$ cat src/rtl/sdu_mem.sv
// sdu_mem: UART memory debug unit.
// Host commands over 8N1 serial: 'R' read one word, 'W' write one word,
// 'D' dump N words, anything else answered with '?'.
// Multi-byte fields are big-endian; the memory port expects asynchronous-read RAM.
module sdu_mem #(
    parameter int unsigned BAUD_DIV    = 868,
    parameter int unsigned ADDR_W      = 8,
    parameter int unsigned DATA_W      = 32,
    parameter int unsigned TIMEOUT_CYC = 34720
) (
    input  logic              clk,
    input  logic              rstn,
    input  logic              rxd,
    output logic              txd,
    output logic [ADDR_W-1:0] mem_addr,
    output logic [DATA_W-1:0] mem_wdata,
    output logic              mem_we,
    input  logic [DATA_W-1:0] mem_rdata,
    output logic              busy
);

    localparam int unsigned AB  = (ADDR_W + 7) / 8;
    localparam int unsigned DB  = DATA_W / 8;
    localparam int unsigned AW8 = 8 * AB;
    localparam int unsigned BCW = $clog2(BAUD_DIV);
    localparam int unsigned TOW = $clog2(TIMEOUT_CYC + 1);

    localparam logic [BCW-1:0] BaudLast = BCW'(BAUD_DIV - 1);
    localparam logic [BCW-1:0] BaudMid  = BCW'(BAUD_DIV / 2 - 1);
    localparam logic [TOW-1:0] ToLast   = TOW'(TIMEOUT_CYC - 1);
    localparam logic [3:0]     AbLast   = 4'(AB - 1);
    localparam logic [3:0]     DbLast   = 4'(DB - 1);

    localparam logic [7:0] CmdRead  = 8'h52;
    localparam logic [7:0] CmdWrite = 8'h57;
    localparam logic [7:0] CmdDump  = 8'h44;
    localparam logic [7:0] RespOk   = 8'h4B;
    localparam logic [7:0] RespBad  = 8'h3F;

    // ------------------------------------------------------------------
    // UART receiver
    // ------------------------------------------------------------------
    typedef enum logic [1:0] {RxIdle, RxStart, RxData, RxStop} rx_state_e;

    rx_state_e      rx_st;
    logic           rx_s1, rx_s2;
    logic [BCW-1:0] rx_cnt;
    logic [2:0]     rx_bit;
    logic [7:0]     rx_sh;
    logic           rx_done;
    logic           rx_ferr;

    assign rx_done = (rx_st == RxStop) && (rx_cnt == BaudLast) && rx_s2;
    assign rx_ferr = (rx_st == RxStop) && (rx_cnt == BaudLast) && !rx_s2;

    // Two-flop synchroniser for the asynchronous rxd pin
    always_ff @(posedge clk or negedge rstn) begin
        if (!rstn) begin
            rx_s1 <= 1'b1;
            rx_s2 <= 1'b1;
        end else begin
            rx_s1 <= rxd;
            rx_s2 <= rx_s1;
        end
    end

    // Receive bit sequencer: validate start at mid-bit, sample data and stop at mid-bit
    always_ff @(posedge clk or negedge rstn) begin
        if (!rstn) begin
            rx_st  <= RxIdle;
            rx_cnt <= '0;
            rx_bit <= '0;
            rx_sh  <= '0;
        end else begin
            case (rx_st)
                RxIdle: begin
                    rx_cnt <= '0;
                    if (!rx_s2) rx_st <= RxStart;
                end
                RxStart: begin
                    if (rx_cnt == BaudMid) begin
                        rx_cnt <= '0;
                        rx_bit <= '0;
                        // A glitch that is high again at mid-bit is not a start bit
                        rx_st  <= rx_s2 ? RxIdle : RxData;
                    end else begin
                        rx_cnt <= rx_cnt + 1'b1;
                    end
                end
                RxData: begin
                    if (rx_cnt == BaudLast) begin
                        rx_cnt <= '0;
                        rx_sh  <= {rx_s2, rx_sh[7:1]};
                        rx_bit <= rx_bit + 1'b1;
                        if (rx_bit == 3'd7) rx_st <= RxStop;
                    end else begin
                        rx_cnt <= rx_cnt + 1'b1;
                    end
                end
                RxStop: begin
                    if (rx_cnt == BaudLast) begin
                        rx_cnt <= '0;
                        rx_st  <= RxIdle;
                    end else begin
                        rx_cnt <= rx_cnt + 1'b1;
                    end
                end
                default: rx_st <= RxIdle;
            endcase
        end
    end

    // ------------------------------------------------------------------
    // UART transmitter
    // ------------------------------------------------------------------
    logic           tx_active;
    logic [BCW-1:0] tx_cnt;
    logic [3:0]     tx_bit;
    logic [8:0]     tx_sh;
    logic           tx_load;
    logic [7:0]     tx_byte;
    logic           tx_stop;
    logic           tx_ready;

    // tx_ready is also true in the final stop-bit cycle so a new byte can follow with no gap
    assign tx_stop  = tx_active && (tx_bit == 4'd9);
    assign tx_ready = !tx_active || (tx_stop && (tx_cnt == BaudLast));

    // Transmit shifter: bit 0 is the start bit, bit 9 the stop bit
    always_ff @(posedge clk or negedge rstn) begin
        if (!rstn) begin
            txd       <= 1'b1;
            tx_active <= 1'b0;
            tx_cnt    <= '0;
            tx_bit    <= '0;
            tx_sh     <= '1;
        end else if (tx_load) begin
            txd       <= 1'b0;
            tx_sh     <= {1'b1, tx_byte};
            tx_bit    <= '0;
            tx_cnt    <= '0;
            tx_active <= 1'b1;
        end else if (tx_active) begin
            if (tx_cnt == BaudLast) begin
                tx_cnt <= '0;
                if (tx_bit == 4'd9) begin
                    tx_active <= 1'b0;
                end else begin
                    txd    <= tx_sh[0];
                    tx_sh  <= {1'b1, tx_sh[8:1]};
                    tx_bit <= tx_bit + 1'b1;
                end
            end else begin
                tx_cnt <= tx_cnt + 1'b1;
            end
        end
    end

    // ------------------------------------------------------------------
    // Command parser
    // ------------------------------------------------------------------
    typedef enum logic [2:0] {
        StIdle, StGetAddr, StGetData, StGetCnt, StMemRd, StMemWr, StSend, StAck
    } state_e;

    state_e            state;
    logic [7:0]        cmd_q;
    logic [3:0]        byte_cnt;
    logic [AW8-1:0]    addr_sh;
    logic [DATA_W-1:0] data_sh;
    logic [DATA_W-1:0] word_q;
    logic [3:0]        bytes_left;
    logic [8:0]        words_left;
    logic [TOW-1:0]    idle_cnt;

    logic [AW8-1:0]    addr_asm;
    logic [DATA_W-1:0] data_asm;
    logic              in_get;
    logic              timeout;
    logic              cmd_known;

    assign addr_asm  = (addr_sh << 8) | AW8'(rx_sh);
    assign data_asm  = (data_sh << 8) | DATA_W'(rx_sh);
    assign in_get    = (state == StGetAddr) || (state == StGetData) || (state == StGetCnt);
    assign timeout   = in_get && !rx_done && (idle_cnt == ToLast);
    assign cmd_known = (rx_sh == CmdRead) || (rx_sh == CmdWrite) || (rx_sh == CmdDump);

    // Byte handed to the transmitter; asserted only while it can accept one
    always_comb begin
        tx_load = 1'b0;
        tx_byte = 8'h00;
        case (state)
            StIdle: begin
                if (rx_done && !cmd_known) begin
                    tx_load = 1'b1;
                    tx_byte = RespBad;
                end
            end
            StMemWr: begin
                tx_load = 1'b1;
                tx_byte = RespOk;
            end
            StMemRd: begin
                if (tx_ready) begin
                    tx_load = 1'b1;
                    tx_byte = mem_rdata[DATA_W-1 -: 8];
                end
            end
            StSend: begin
                if (tx_ready && (bytes_left != 4'd0)) begin
                    tx_load = 1'b1;
                    tx_byte = word_q[DATA_W-1 -: 8];
                end
            end
            default: ;
        endcase
    end

    // Parser FSM with registered memory-port and busy outputs
    always_ff @(posedge clk or negedge rstn) begin
        if (!rstn) begin
            state      <= StIdle;
            cmd_q      <= '0;
            byte_cnt   <= '0;
            addr_sh    <= '0;
            data_sh    <= '0;
            word_q     <= '0;
            bytes_left <= '0;
            words_left <= '0;
            idle_cnt   <= '0;
            mem_addr   <= '0;
            mem_wdata  <= '0;
            mem_we     <= 1'b0;
            busy       <= 1'b0;
        end else begin
            mem_we <= 1'b0;

            if (in_get && !rx_done) idle_cnt <= idle_cnt + 1'b1;
            else                    idle_cnt <= '0;

            if (in_get && (rx_ferr || timeout)) begin
                // Abandon the partial command without replying
                state <= StIdle;
                busy  <= 1'b0;
            end else begin
                case (state)
                    StIdle: begin
                        if (rx_done) begin
                            busy     <= 1'b1;
                            cmd_q    <= rx_sh;
                            byte_cnt <= '0;
                            state    <= cmd_known ? StGetAddr : StAck;
                        end
                    end
                    StGetAddr: begin
                        if (rx_done) begin
                            addr_sh  <= addr_asm;
                            byte_cnt <= byte_cnt + 1'b1;
                            if (byte_cnt == AbLast) begin
                                mem_addr <= addr_asm[ADDR_W-1:0];
                                byte_cnt <= '0;
                                if (cmd_q == CmdWrite) begin
                                    state <= StGetData;
                                end else if (cmd_q == CmdDump) begin
                                    state <= StGetCnt;
                                end else begin
                                    words_left <= 9'd1;
                                    state      <= StMemRd;
                                end
                            end
                        end
                    end
                    StGetData: begin
                        if (rx_done) begin
                            data_sh  <= data_asm;
                            byte_cnt <= byte_cnt + 1'b1;
                            if (byte_cnt == DbLast) begin
                                mem_wdata <= data_asm;
                                mem_we    <= 1'b1;
                                state     <= StMemWr;
                            end
                        end
                    end
                    StGetCnt: begin
                        if (rx_done) begin
                            // A count of zero stands for a full 256-word dump
                            words_left <= (rx_sh == 8'h00) ? 9'd256 : {1'b0, rx_sh};
                            state      <= StMemRd;
                        end
                    end
                    StMemRd: begin
                        // Capture waits for the previous word's stop bit to finish
                        if (tx_ready) begin
                            word_q     <= mem_rdata << 8;
                            bytes_left <= DbLast;
                            words_left <= words_left - 1'b1;
                            state      <= StSend;
                        end
                    end
                    StSend: begin
                        if (bytes_left != 4'd0) begin
                            if (tx_ready) begin
                                word_q     <= word_q << 8;
                                bytes_left <= bytes_left - 1'b1;
                            end
                        end else if (words_left != 9'd0) begin
                            // Fetch the next dump word while the last stop bit is on the line
                            if (tx_stop) begin
                                mem_addr <= mem_addr + 1'b1;
                                state    <= StMemRd;
                            end
                        end else if (tx_ready) begin
                            state <= StIdle;
                            busy  <= 1'b0;
                        end
                    end
                    StMemWr: state <= StAck;
                    StAck: begin
                        if (tx_ready) begin
                            state <= StIdle;
                            busy  <= 1'b0;
                        end
                    end
                    default: state <= StIdle;
                endcase
            end
        end
    end

endmodule

$ cat config.mk
export PLATFORM = sky130hd
export DESIGN_NAME = sdu_mem
export DESIGN_NICKNAME = d
export VERILOG_FILES = /design/src/rtl/sdu_mem.sv
export SDC_FILE = /design/constraint.sdc
export NUM_CORES = 1
export LEC_CHECK = 0
export ABC_AREA = 1
export BUFFER_PORTS_ARGS = -buffer_cell sky130_fd_sc_hd__buf_2
export CAP_MARGIN = 30
export CORE_MARGIN = 2
export CORE_UTILIZATION = 64
export CTS_CLUSTER_SIZE = 30
export DETAILED_ROUTE_END_ITERATION = 12
export GPL_TIMING_DRIVEN = 0
export PLACE_DENSITY_LB_ADDON = 0.05
export SYNTH_ARGS = -nofsm -noshare
export SYNTH_HDL_FRONTEND = slang
export SYNTH_SLANG_ARGS = --single-unit
$ cat constraint.sdc
create_clock -name clk -period 5.15 [get_ports clk]
set_input_delay 1.03 -clock clk [delete_from_list [all_inputs] [get_ports clk]]
set_output_delay 1.03 -clock clk [all_outputs]
set_load 0.01 [all_outputs]
**Word-level counts from Yosys, hierarchy flattened**

Index checks and enable logic that the tools add are counted.

- Bits in registers: 192
- Input port bits: 35
- Output and inout port bits: 43
- Word-level logic and storage cells: 227

- Add/subtract/negate cells: 9
- Equality and inequality tests: 51
- Multiplexer cells: 94
- Bitwise gates (word level): 2
- Reductions and logical operators: 48

Operators by type and width:

| operator | number |
|---|---|
| 9-bit two-way mux | 11 |
| 32-bit two-way mux | 3 |
| 32-bit one-hot mux with 2 select lines | 1 |
| 8-bit two-way mux | 7 |
| 3-bit two-way mux | 17 |
| 10-bit two-way mux | 5 |
| 4-bit two-way mux | 11 |
| 8-bit by 7-bit equality test with 1-bit output (second input constant) | 5 |
| 2-bit != test (second input constant) | 17 |
| 32-bit by 8-bit bitwise OR with 32-bit output | 1 |
| 8-bit one-hot mux with 4 select lines | 1 |
| 10-bit one-hot mux with 3 select lines | 1 |
| 9-bit one-hot mux with 3 select lines | 1 |
| 3-bit one-hot mux with 8 select lines | 1 |
| 10-bit by 1-bit adder with 10-bit output (second input constant) | 2 |
| 10-bit equality test (second input constant) | 2 |
| 1-bit two-way mux | 20 |
| 16-bit by 1-bit adder with 16-bit output (second input constant) | 1 |
| 16-bit equality test (second input constant) | 1 |
| 16-bit two-way mux | 1 |
| 8-bit one-hot mux with 2 select lines | 1 |
| 3-bit equality test (second input constant) | 5 |
| 5-bit AND reduction | 3 |
| 2-bit two-way mux | 6 |
| 43 further kinds | 80 |

**Depth between registers and ports, before layout**

- Depth after elaboration: 10
- Gate-level depth with buffers: 14
- Gate-level depth less buffers: 13

**Worst setup path before layout**

Ideal clock, no wire load.

- Kind: register to register
- Start: register rx_cnt[0]
- End: register tx_bit[0]
- Library setup time: 0.117 ns
- Data arrival time: 1.769 ns
- Data required time: 5.033 ns
- Path slack: 3.264 ns
- Stages on the path, launching flop included: 13
- Path buffers: 2
- Clock period less this slack: 1.886 ns
- Cell sequence: dfrtp_1 > ha_1 > nand2_1 > nor2_2 > nand3_1 > nor2_2 > nand3_2 > buf_4 > o2111ai_4 > nand2_4 > buf_6 > nand2_1 > nand2_1

- Longest elaborated chain between the ends: 8
- Elaborated cells between the ends (all ways): 11
- Those cells by class: 2 x eq/ne; 3 x mux; 6 x reduce/logical

Ends and longest elaborated chain:

| item | line | text |
|---|---|---|
| from (decl) | 47 | `logic [BCW-1:0] rx_cnt;` |
| from (signal assigned) | 87 | `rx_cnt <= rx_cnt + 1'b1;` |
| from (signal assigned) | 97 | `rx_cnt <= rx_cnt + 1'b1;` |
| from (signal assigned) | 105 | `rx_cnt <= rx_cnt + 1'b1;` |
| 10-bit equality test * | 53 | `assign rx_done = (rx_st == RxStop) && (rx_cnt == BaudLast) && rx_s2;` |
| 1-bit logical AND * (2 in series) | 53 |  |
| 1-bit logical AND * | 194 | `if (rx_done && !cmd_known) begin` |
| 1-bit two-way mux * | 194 |  |
| 1-bit one-hot mux with 4 select lines * | 192 | `case (state)` |
| 2-bit != test (no source line) / 2-bit nonzero test (equally long branches) | -- |  |
| 3-bit AND reduction (no source line) | -- |  |
| to (signal assigned) | 151 | `tx_bit <= tx_bit + 1'b1;` |
| to (decl) | 118 | `logic [3:0] tx_bit;` |

Every way passes the cells marked *; elsewhere a longest branch is shown, timed or not.
A chain may end at the register's enable or synchronous reset.

**Worst setup path in the final report**

- Start: register tx_bit[1]
- End: register word_q[29]

- Longest elaborated chain between the ends: 6
- Elaborated cells between the ends (all ways): 7
- Those cells by class: 3 x eq/ne; 4 x reduce/logical

Ends and longest elaborated chain:

| item | line | text |
|---|---|---|
| 4-bit equality test * | 126 | `assign tx_stop = tx_active && (tx_bit == 4'd9);` |
| 1-bit logical AND * | 126 |  |
| 1-bit logical AND * | 127 | `assign tx_ready = !tx_active \|\| (tx_stop && (tx_cnt == BaudLast));` |
| 1-bit logical OR * | 127 |  |
| 2-bit != test (no source line) | -- |  |
| 5-bit AND reduction (no source line) * | -- |  |
| to (signal assigned) | 294 | `word_q <= mem_rdata << 8;` |
| to (signal assigned) | 303 | `word_q <= word_q << 8;` |
| to (decl) | 171 | `logic [DATA_W-1:0] word_q;` |

Marks and branches as above.

==> reports/results.ini <==
[status]
status=completed

[worst_setup_path]
required_ns=5.47
end_kind=register
crit_fanout=10
arrival_ns=2.81
crit_path_start_kind=register
critical_path_class=reg2reg

[sta]
max_slew_margin_pct=61.6
hold_viol_final=0
rsz0062_at_grt=false
timing.fmax_ghz=0.403
setup_violations=0
post-route-min-period_ns=2.48
fin_skew_ns=0.0106
setup_tns_ns=0
fin_crit_sh_pct=48.2
fin_hold_ws_ns=0.364
layout_setup_ws_ns=2.67
slew_viol_final=0
worstMarginPinSlew_ns=0.574

[placement]
hpwl_mm=13.8
dp_slack_ns=2.71
io_buffers=77
place_area_um2=9590
gp_congestion=0.896

[clock_tree]
clockRootBuffer=clkbuf_16
clkTransAtPathRegs_ns=0.07
clock_latency_ns=0.44
numClockSinks=183
cts_inserted_buffers=17
cts_resized=0
cts-hold-fix-buffers=0
cts_tree=done
post-cts-setup-buffers=0
clock_path_buffers=2
h-tree-depth=4

[synthesis]
synthTopCellsByCount=290 x nand2_1, 172 x dfrtp_1, 117 x nor2_1, 112 x inv_1, 82 x o21ai_0
synth.distinct_cells=49
syn-num-nets=1141
synth-simple-area-share_pct=25.7
synthArstFlopShare_pct=100
ys_seq_area_share_pct=51.4
synth_compound_area_share_pct=12.0
synth_ff_type=dfrtp_1
synth_top_area_cell=dfrtp_1
synth.avg_cell_area_um2=8.19
synth_top_family_by_area=simple AND/OR/NAND/NOR gates
netlist_area_um2=8940
synthTopCellsByArea=dfrtp_1 48%, nand2_1 12%, nor2_1 4.9%
syn_inst=1092
synth.area.mux_share_pct=0
synth_edf_count=0
synth_fa_ha_area_share_pct=1.96
synthXorXnorAreaFrac_pct=1.67
yosys_warnings=0
yosysTopAreaCellShare_pct=48.1
yosysMostFrequentCell=nand2_1
synth-seq-cells=183

[die]
initial_utilization_pct=64.9
die_x_um=122
rows=43
dieHeight_um=122
die-area_um2=14900
ioPinCount=78
coreArea_um2=13800

[final_layout]
syn_to_final_growth_pct=14.2
fillers=1070
nets=1238
drive_above_1_share_pct=14.6
stdcell_area_um2=10200
diodes=0
multiInputGateArea_um2=3700
regArea_um2=4590

[routing]
drc=0
vias_per_cell=5.46
wl_per_cell_um=14.4
first_pass_iters=5
vias=7545
routed_wl_mm=19.9
ant_nets=0
first_iter_violations=659

[global_route]
grt_usage_pct=28.1
first_global_vias=7079
grt_pass1_wl_mm=33.3
grt_overflow_total=0
grt_max_degree=113
antenna_found_initial=0

[power]
p_leak_nw=5.17
power_density_nw_per_um2=281
ir_worst_vdd_mv=0.255

[min_path]
hold_class=reg2reg

[job]
drv_cap=0

cells in the final DEF, fill, tap and decap left out, types with 4 or more instances in the layout:
cell,n
inv_6,4
xor2_1,12
nand4_1,16
buf_2,87
nand2_1,290
clkinvlp_4,4
ha_1,14
dfrtp_1,172
buf_6,6
nand2_2,5
o21ai_2,5
nor3_1,15
xnor2_1,5
nor2_1,117
a21oi_1,34
o22ai_1,19
dfstp_2,11
clkbuf_16,17
o21ai_0,82
inv_1,112
o31ai_1,5
inv_2,6
nand3_1,71
clkbuf_1,13
o21ai_1,28
layer usage:
metal	track usage [%]	up-vias	routed length, um
met5	0	-	0
met4	8.62	0	344
met3	5.24	28	807
met2	46.6	162	9650
met1	37.8	3602	9070
li1	-	3753	-
per-stage QoR:
| stage | std cells | utilization (%) | power (mW) |
|---|---|---|---|
| 5_1_grt | 1382 | 74.2 | 2.96 |
| 3_5_place_dp | 1350 | 69.6 | 1.52 |
| 2_1_floorplan | 1092 | - | 1.47 |
| 3_3_place_gp | 1349 | 69.3 | 1.51 |
| 6_report | 1382 | 74.2 | 2.87 |
| 4_1_cts | 1382 | 74.2 | 2.88 |
worst paths after layout:
path,startpoint,endpoint,slack [ns],cells past startpoint
min in group asynchronous,rstn,mem_wdata[23]$_DFFE_PN0P_,0.54,1
max in group asynchronous,rstn,rx_s2$_DFF_PN1_,3.69,2
max,tx_bit[1]$_DFFE_PN0P_,word_q[29]$_DFFE_PN0P_,2.67,11
min reg2reg,rx_s1$_DFF_PN1_,rx_s2$_DFF_PN1_,0.36,0
max reg2reg,tx_bit[1]$_DFFE_PN0P_,word_q[29]$_DFFE_PN0P_,2.67,11
min,rx_s1$_DFF_PN1_,rx_s2$_DFF_PN1_,0.36,0
cell families after synthesis:
logic type | Yosys count
AND/OR/NAND/NOR | 535
flip-flops | 183
buffers and inverters | 154
XOR/XNOR | 17
adder cells (fa/ha/maj) | 14
AO/OA/AOI/OAI | 189
cell type report:
class                      count  share of cell area (%)
buffer                        34                    1.94
tap                          180                    2.20
multi-input combinational    755                    36.2
timing repair buffer          78                    4.14
clock inverter                14                    1.83
clock buffer                  18                    4.30
inverter                     120                    4.43
sequential                   183                    45.0
critical path, stage by stage, from the launching register on:
cell	delay, ns
dfrtp_1	0.42
inv_1	0.07
ha_1	0.14
nand2_1	0.05
nor2_1	0.27
nand4_1	0.25
nand2_1	0.18
buf_2	0.24
nand2_2	0.19
clkbuf_1	0.27
o22ai_1	0.23
nor2_1	0.06
report_power, final:
part	internal, mW	switching (mW)
Sequential	1.44	0.00220
Clock	0.790	0.589
Combinational	0.0136	0.0321
Total	2.24	0.624
state kept, by name, indices dropped and copies added (netlist names), 3 cells and up, named ones only:
register	count
byte_cnt	4
tx_bit	4
mem_wdata	32
state	3
words_left	9
bytes_left	4
cmd_q	8
data_sh	24
tx_sh	8
tx_cnt	10
addr_asm	8
word_q	24
rx_cnt	10
rx_bit	3
idle_cnt	16
mem_addr	8
Note: power is estimated with default switching activity, not from simulation.
